`config.mk`:
```
export PLATFORM = sky130hd
export DESIGN_NAME = em4100_encoder
export DESIGN_NICKNAME = d
export VERILOG_FILES = /design/src/rtl/em4100_encoder.sv
export SDC_FILE = /design/constraint.sdc
export NUM_CORES = 1
export LEC_CHECK = 0
export ABC_CLOCK_PERIOD_IN_PS = 3450
export BUFFER_PORTS_ARGS = -buffer_cell sky130_fd_sc_hd__buf_2
export CORE_UTILIZATION = 50
export DETAILED_ROUTE_END_ITERATION = 12
export PLACE_DENSITY = 0.75
export SYNTH_ARGS = -nofsm -noshare
export SYNTH_HDL_FRONTEND = slang
export SYNTH_SLANG_ARGS = --single-unit
```
`constraint.sdc`:
```
create_clock -name clk -period 3.45 [get_ports clk]
set_input_delay 0.345 -clock clk [delete_from_list [all_inputs] [get_ports clk]]
set_output_delay 0.345 -clock clk [all_outputs]
set_load 0.02 [all_outputs]
```
`src/rtl/em4100_encoder.sv`:
```
// EM4100 tag bitstream generator: builds the 64-bit frame from a 40-bit ID
// and Manchester-encodes it onto a single registered output. Frames repeat
// back-to-back while tx is held high.
module em4100_encoder #(
    parameter int HALF_BIT_CYCLES = 1
) (
    input  logic        clk,
    input  logic        rst,
    input  logic        tx,
    input  logic [39:0] data,
    output logic        q
);

    typedef enum logic {
        IDLE = 1'b0,
        SEND = 1'b1
    } state_t;

    localparam int CW = $clog2(2 * HALF_BIT_CYCLES);
    localparam logic [CW-1:0] HALF_LAST = CW'(2 * HALF_BIT_CYCLES - 1);
    localparam logic [CW-1:0] HALF_MID  = CW'(HALF_BIT_CYCLES);

    // Frame layout: index 0 is transmitted first.
    function automatic logic [63:0] build_frame(input logic [39:0] d);
        logic [63:0] f;
        logic [3:0]  nib;
        logic [3:0]  col;
        f       = 64'd0;
        f[8:0]  = 9'h1FF;
        col     = 4'd0;
        for (int r = 0; r < 10; r++) begin
            nib          = d[39-4*r -: 4];
            f[9 + 5*r]   = nib[3];
            f[10 + 5*r]  = nib[2];
            f[11 + 5*r]  = nib[1];
            f[12 + 5*r]  = nib[0];
            f[13 + 5*r]  = ^nib;
            col          = col ^ nib;
        end
        f[59] = col[3];
        f[60] = col[2];
        f[61] = col[1];
        f[62] = col[0];
        f[63] = 1'b0;
        return f;
    endfunction

    state_t          state_q, state_d;
    logic [63:0]     frame_q, frame_d;
    logic [5:0]      bit_q,   bit_d;
    logic [CW-1:0]   half_q,  half_d;
    logic            q_q,     q_d;
    logic [63:0]     captured_s;

    assign captured_s = build_frame(data);
    assign q          = q_q;

    // Next-state logic: counters, frame capture and the Manchester output.
    always_comb begin
        state_d = state_q;
        frame_d = frame_q;
        bit_d   = bit_q;
        half_d  = half_q;
        q_d     = 1'b0;
        case (state_q)
            IDLE: begin
                if (tx) begin
                    frame_d = captured_s;
                    bit_d   = 6'd0;
                    half_d  = '0;
                    state_d = SEND;
                end else begin
                    state_d = IDLE;
                end
            end
            SEND: begin
                if (half_q == HALF_LAST) begin
                    half_d = '0;
                    if (bit_q == 6'd63) begin
                        bit_d = 6'd0;
                        if (tx) begin
                            frame_d = captured_s;
                        end else begin
                            state_d = IDLE;
                        end
                    end else begin
                        bit_d = bit_q + 6'd1;
                    end
                end else begin
                    half_d = half_q + CW'(1);
                end
            end
            default: begin
                state_d = IDLE;
                bit_d   = 6'd0;
                half_d  = '0;
            end
        endcase
        // Output reflects the bit/half that the next cycle belongs to, so the
        // first half of bit 0 is visible right after the capture edge.
        if (state_d == SEND) begin
            q_d = frame_d[bit_d] ^ (half_d >= HALF_MID);
        end else begin
            q_d = 1'b0;
        end
    end

    // State, counter, frame and output registers with asynchronous reset.
    always_ff @(posedge clk or posedge rst) begin
        if (rst) begin
            state_q <= IDLE;
            frame_q <= 64'd0;
            bit_q   <= 6'd0;
            half_q  <= '0;
            q_q     <= 1'b0;
        end else begin
            state_q <= state_d;
            frame_q <= frame_d;
            bit_q   <= bit_d;
            half_q  <= half_d;
            q_q     <= q_d;
        end
    end

endmodule

```
Word level (Yosys, flattened, before mapping)
Cells that the tools add are included.

word-level totals
  register bits = 73
  bits of input ports = 43
  word-level logic and storage cells = 49

operators by class
  add/subtract/negate cells = 2
  $lt $le $gt $ge = 2
  eq/ne operators = 1
  mux-type cells = 18
  bitwise logic cells = 11
  reduce and logical (&&, ||, !) cells = 10

operator list
  operator                                                    number
  2-to-1 mux 64 bit                                           3
  one-hot mux 64 bit (2 select lines)                         1
  parity 4 bit                                                10
  XOR 4 bit                                                   9
  2-to-1 mux 6 bit                                            3
  one-hot mux 6 bit (2 select lines)                          1
  less-than comparator 6 x 7 -> 1 bit, second input constant  1
  2-to-1 mux 1 bit                                            7
  adder 6 x 1 -> 6 bit, second input constant                 1
  binary-select mux 1 bit (select 6 bit)                      1
  equality test 6 bit, second input constant                  1
  one-hot mux 1 bit (2 select lines)                          2
  adder 1 bit, second input constant                          1
  >= comparator 1 bit, second input constant                  1
  inverter 1 bit                                              1
  XOR 1 bit                                                   1

Depth between registers and ports, before layout
  depth after elaboration = 17
  gate-level depth with buffers = 13
  mapped depth without buffers = 11

Worst setup path before layout
No wires, ideal clock.

  path kind = reg-to-reg
  start = reg bit_q[0]
  end = reg q_q, in the netlist q
  data arrival time = 2.796 ns
  data required time = 3.322 ns
  setup slack = 0.527 ns
  cell stages (with the launch flop) = 12
  buffers on the path = 1
  clock period less this slack = 2.923 ns
  cell sequence = dfrtp_1 > ha_1 > and4_4 > a21oi_4 > buf_6 > mux2_2 > mux2_2 > a211oi_2 > a311oi_1 > a311oi_1 > a22oi_1 > mux2_1

on the way
  longest elaborated chain between the ends = 8

RTL lines
  item                                    line  RTL
  from (decl)                             50    logic [5:0] bit_q, bit_d;
  from (signal assigned)                  119   bit_q <= bit_d;
  equality test 6 bit                     79    if (bit_q == 6'd63) begin
  2-to-1 mux 64 bit                       79
  2-to-1 mux 64 bit                       77    if (half_q == HALF_LAST) begin
  one-hot mux 64 bit (2 select lines)     65    case (state_q)
  named net frame_d[24]                   49    logic [63:0] frame_q, frame_d;
  binary-select mux 1 bit (select 6 bit)  102   q_d = frame_d[bit_d] ^ (half_d >= HALF_MID);
  2-to-1 mux 1 bit (not written as such)  102
  XOR 1 bit                               102
  2-to-1 mux 1 bit                        101   if (state_d == SEND) begin
  named net q_d                           52    logic q_q, q_d;
  to (signal assigned)                    121   q_q <= q_d;
  to (decl)                               52

The timed path passes the listed nets, and every way through them passes these cells. The select of a mux whose other input is x is not followed.

Worst setup path in the final report
  start = reg bit_q[0]
  end = reg q_q, in the netlist q

on the way
  longest elaborated chain between the ends = 8

RTL lines
  item                                                                                       line
  adder 6 x 1 -> 6 bit or equality test 6 bit (tied branches)                                87, 79
  2-to-1 mux 6 bit or 2-to-1 mux 64 bit (tied branches)                                      79
  2-to-1 mux 6 bit or 2-to-1 mux 64 bit (tied branches)                                      77
  one-hot mux 6 bit (2 select lines) or one-hot mux 64 bit (2 select lines) (tied branches)  65
  binary-select mux 1 bit (select 6 bit)                                                     102
  2-to-1 mux 1 bit (not written as such)                                                     102
  XOR 1 bit                                                                                  102
  2-to-1 mux 1 bit (*)                                                                       101
  named net q_d                                                                              52

The timed path passes the listed nets; every way through them passes the cells marked *. The select of a mux whose other input is x is not followed.

==> results.sh <==
export IMPL_total_setup_buffers_inserted_after_cts=0
export IMPL_stdcell_count=563
export IMPL_routed_wire_length_per_instance_um=17.3
export IMPL_setup_slack_ns=0.213
export IMPL_power_density_mw_per_mm2=950
export IMPL_synthCells=410
export IMPL_post_synth_top_area_cell="dfrtp_1"
export IMPL_cts_repair_resize_count=0
export IMPL_synth_lib_cells_used_distinct=60
export IMPL_fin_worst_hold_slack_ns=0.243
export IMPL_cp_cell_sequence="ha_1, nand4_2, o211a_4, nor2_8, inv_2, mux2i_1, a221o_1, a41oi_1, a21oi_1, a22oi_1, mux2_1"
export IMPL_timing_critical_path_required_ns=3.68
export IMPL_critPathMaxStageDelay_ns=0.45
export IMPL_power_frac_comb_pct=51.4
export IMPL_setup_violations_final=0
export IMPL_initial_core_util_pct=52.7
export IMPL_worstPathMaxFanout=22
export IMPL_h_tree_depth=3
export IMPL_gpl_final_weighted_congestion=0.904
export IMPL_cts_root_buffer_cell="clkbuf_8"
export IMPL_drt_first_pass_iters=5
export IMPL_yosys_warnings=0
export IMPL_final_max_slew_violation_count=0
export IMPL_final_nets=500
export IMPL_share_of_the_yosys_chip_area_belonging_to_registers_pct=44.0
export IMPL_placement_rows=32
export IMPL_leakage_nw=2.12
export IMPL_reg2reg_from="bit_q[0]"
export IMPL_top_flip_flop_cell_by_instance_count_after_synthesis="dfrtp_1"
export IMPL_post_synthesis_mean_instance_area_um2=10.1
export IMPL_place_hpwl_um=7230
export IMPL_placed_cells=547
export IMPL_fp_dieH_um=93.2
export IMPL_syn_area_mm2=0.00416
export IMPL_groute_usage_overall_pct=24.3
export IMPL_worst_hold_path_type="input pin to flip-flop"
export IMPL_layout_drive_gt1_share_pct=23.4
export IMPL_first_global_vias=3213
export IMPL_max_slew_worst_pin_slew_ns=1.04
export IMPL_synth_top_cells_by_area="dfrtp_1, xnor2_1, nand2_1"
export IMPL_netSwitchingFraction_pct=41.2
export IMPL_p_sw_mw=1.85
export IMPL_detailroute_via_count=3203
export IMPL_iteration_0_drc_markers=233
export IMPL_worstSetupPathType="flip-flop to flip-flop"
export IMPL_tritoncts_clock_tree="yes"
export IMPL_synth_seq_cells=73
export IMPL_clk_transition_reported_paths_ns=0.08
export IMPL_n_antenna_cell=0
export IMPL_dp_worst_setup_slack_ns=0.283
export IMPL_max_freq_mhz=309
export IMPL_drc=0
export IMPL_syn_num_nets=454
export IMPL_final_period_minus_worst_setup_slack_ns=3.24
export IMPL_max_cap_violations=0
export IMPL_internal_power_mw=2.63
export IMPL_critical_path_startpoint_type="flip-flop"
export IMPL_end_kind="flip-flop"
export IMPL_hold_buf_cts=0
export IMPL_crit_start="bit_q[0]"
export IMPL_hold_violations=0
export IMPL_cts_path_max_buffers=2
export IMPL_critPathSlowestCell="dfrtp_1"
export IMPL_drt_vias_per_instance=5.69
export IMPL_antenna_found_initial=0
export IMPL_grt_overflow=0
export IMPL_insertion_delay_ns=0.35
export IMPL_grt_setup_unrepaired="false"
export IMPL_vdd_ir_drop_worst_mv=0.475
export IMPL_grt_max_degree=51
export IMPL_synthDominantCellAreaShare_pct=44.0
export IMPL_setup_total_negative_slack_ns=0
export IMPL_boundaryPins=44
export IMPL_critPathArrivalTime_ns=3.46
export IMPL_synth_edf_count=0
export IMPL_hold_path_startpoint="data[39]"
export IMPL_area_growth_syn_to_layout_pct=13.4
export IMPL_drt_wl_total_um=9740
export IMPL_ys_async_sr_fraction_pct=100
export IMPL_clock_sinks=73
export IMPL_run_status="finished clean"
export IMPL_floorplan_core_area_mm2=0.00789
export IMPL_global_route_wire_length_before_repair_um=16000
export IMPL_sequential_power_share_pct=32.1
export IMPL_critical_path_top_delay_family="compound AO/OA/AOI/OAI gates"
export IMPL_count_of_antenna_violating_nets_left_after_detailed_routing=0
export IMPL_port_buffers=43
export IMPL_cts_inserted_buffers=9
export IMPL_fp_dieW_um=93.2
export IMPL_num_fill_cells=663
export IMPL_finalCritPeriodShare_pct=93.8
export IMPL_slew_headroom_pct=30.3
export IMPL_fin_worst_skew_ns=0.00642
export IMPL_sum_of_buffers_and_inverters_on_the_critical_path=1
export IMPL_floorplan_die_area_mm2=0.00868
export IMPL_clock_power_share_pct=16.5
==> path summary, 6_finish.rpt <==
check / end / slack [ns] / cells past startpoint
max: q / 0.21 / 11
min: frame_q[9] / 0.24 / 3
max reg2reg: q / 0.21 / 11
min reg2reg: frame_q[1] / 0.47 / 1
max in group asynchronous: frame_q[37] / 2.30 / 3
min in group asynchronous: frame_q[13] / 0.25 / 2
==> per-layer routing <==
metal	GRT usage (%)	vias to the layer above	part of all wire, %
met5	0	-	0
met4	7.69	0	1.8
met3	5.53	16	5.2
met2	38.8	100	48
met1	32.7	1583	45
li1	-	1504	-
==> cells in the final DEF, fill, tap and decap left out, types with 6 or more instances in the layout <==
master    count
nand2b_1     10
nand2_1      80
xnor2_1      61
buf_4         9
buf_2        43
dfrtp_1      73
o21ai_0      14
clkbuf_8      9
inv_1         7
xor2_1        7
a21oi_1       6
mux2_2       21
nor3_1        9
mux2i_1       7
nor2_1       19
mux2_1        9
==> sequential cells by signal, indices dropped and copies added (netlist names) <==
name / count
bit_q: 6
frame_q: 64
half_q: 1
q: 1
state_q: 1
==> kinds of logic after synthesis <==
kind of cell             count (synthesis)  synth area share [%]
AO/OA/AOI/OAI                           61                  11.5
XOR/XNOR                                68                  14.3
adder cells (fa/ha/maj)                  1                 0.301
buffers and inverters                   29                  3.61
flip-flops                              73                  44.0
multiplexers                            39                  10.9
AND/OR/NAND/NOR                        139                  15.4
==> stage by stage <==
| step | total power, mW | area (um2) | util (%) |
|---|---|---|---|
| after floorplan | 3.15 | 4160 | - |
| after global placement | 3.65 | 4490 | 57.0 |
| after detailed placement | 3.72 | 4490 | 57.0 |
| after CTS | 4.47 | 4710 | 59.8 |
| after global routing | 4.77 | 4710 | 59.8 |
| final | 4.48 | 4710 | 59.8 |
==> tightest hold or removal path, delay by kind of cell <==
kind | cells | cell delay, ns
and+or+nand+nor | 2 | 0.10
buffers and inverters | 1 | 0.12
==> power groups by stage <==
stage | Combinational (mW) | Sequential, mW | Clock, mW
global route | 2.49 | 1.48 | 0.791
CTS | 2.29 | 1.44 | 0.748
global placement | 2.22 | 1.43 | 0
floorplan | 1.77 | 1.38 | 0
finish | 2.30 | 1.44 | 0.739
detailed placement | 2.27 | 1.45 | 0
==> cell type report <==
cell class	count	area [um2]	share of cell area, %
Timing Repair Buffer	54	323	6.85
Clock inverter	6	92.6	1.96
Sequential cell	73	1830	38.8
Clock buffer	10	128	2.71
Inverter	10	37.5	0.796
Tap cell	102	128	2.71
Multi-Input combinational cell	308	2180	46.2
==> synthesized netlist by cell type (all sizes together), types with 3 or more instances <==
cell type	n
a22oi	3
clkbuf	6
o21ai	16
nor3	9
o211ai	3
dfrtp	73
a21o	3
and4	3
mux2	30
inv	10
xor2	7
nand2	80
a21oi	7
mux2i	7
xnor2	61
buf	13
a311oi	3
nand3	3
or4	3
nand2b	10
nor2	21
Note: power is estimated with default switching activity, not from simulation.
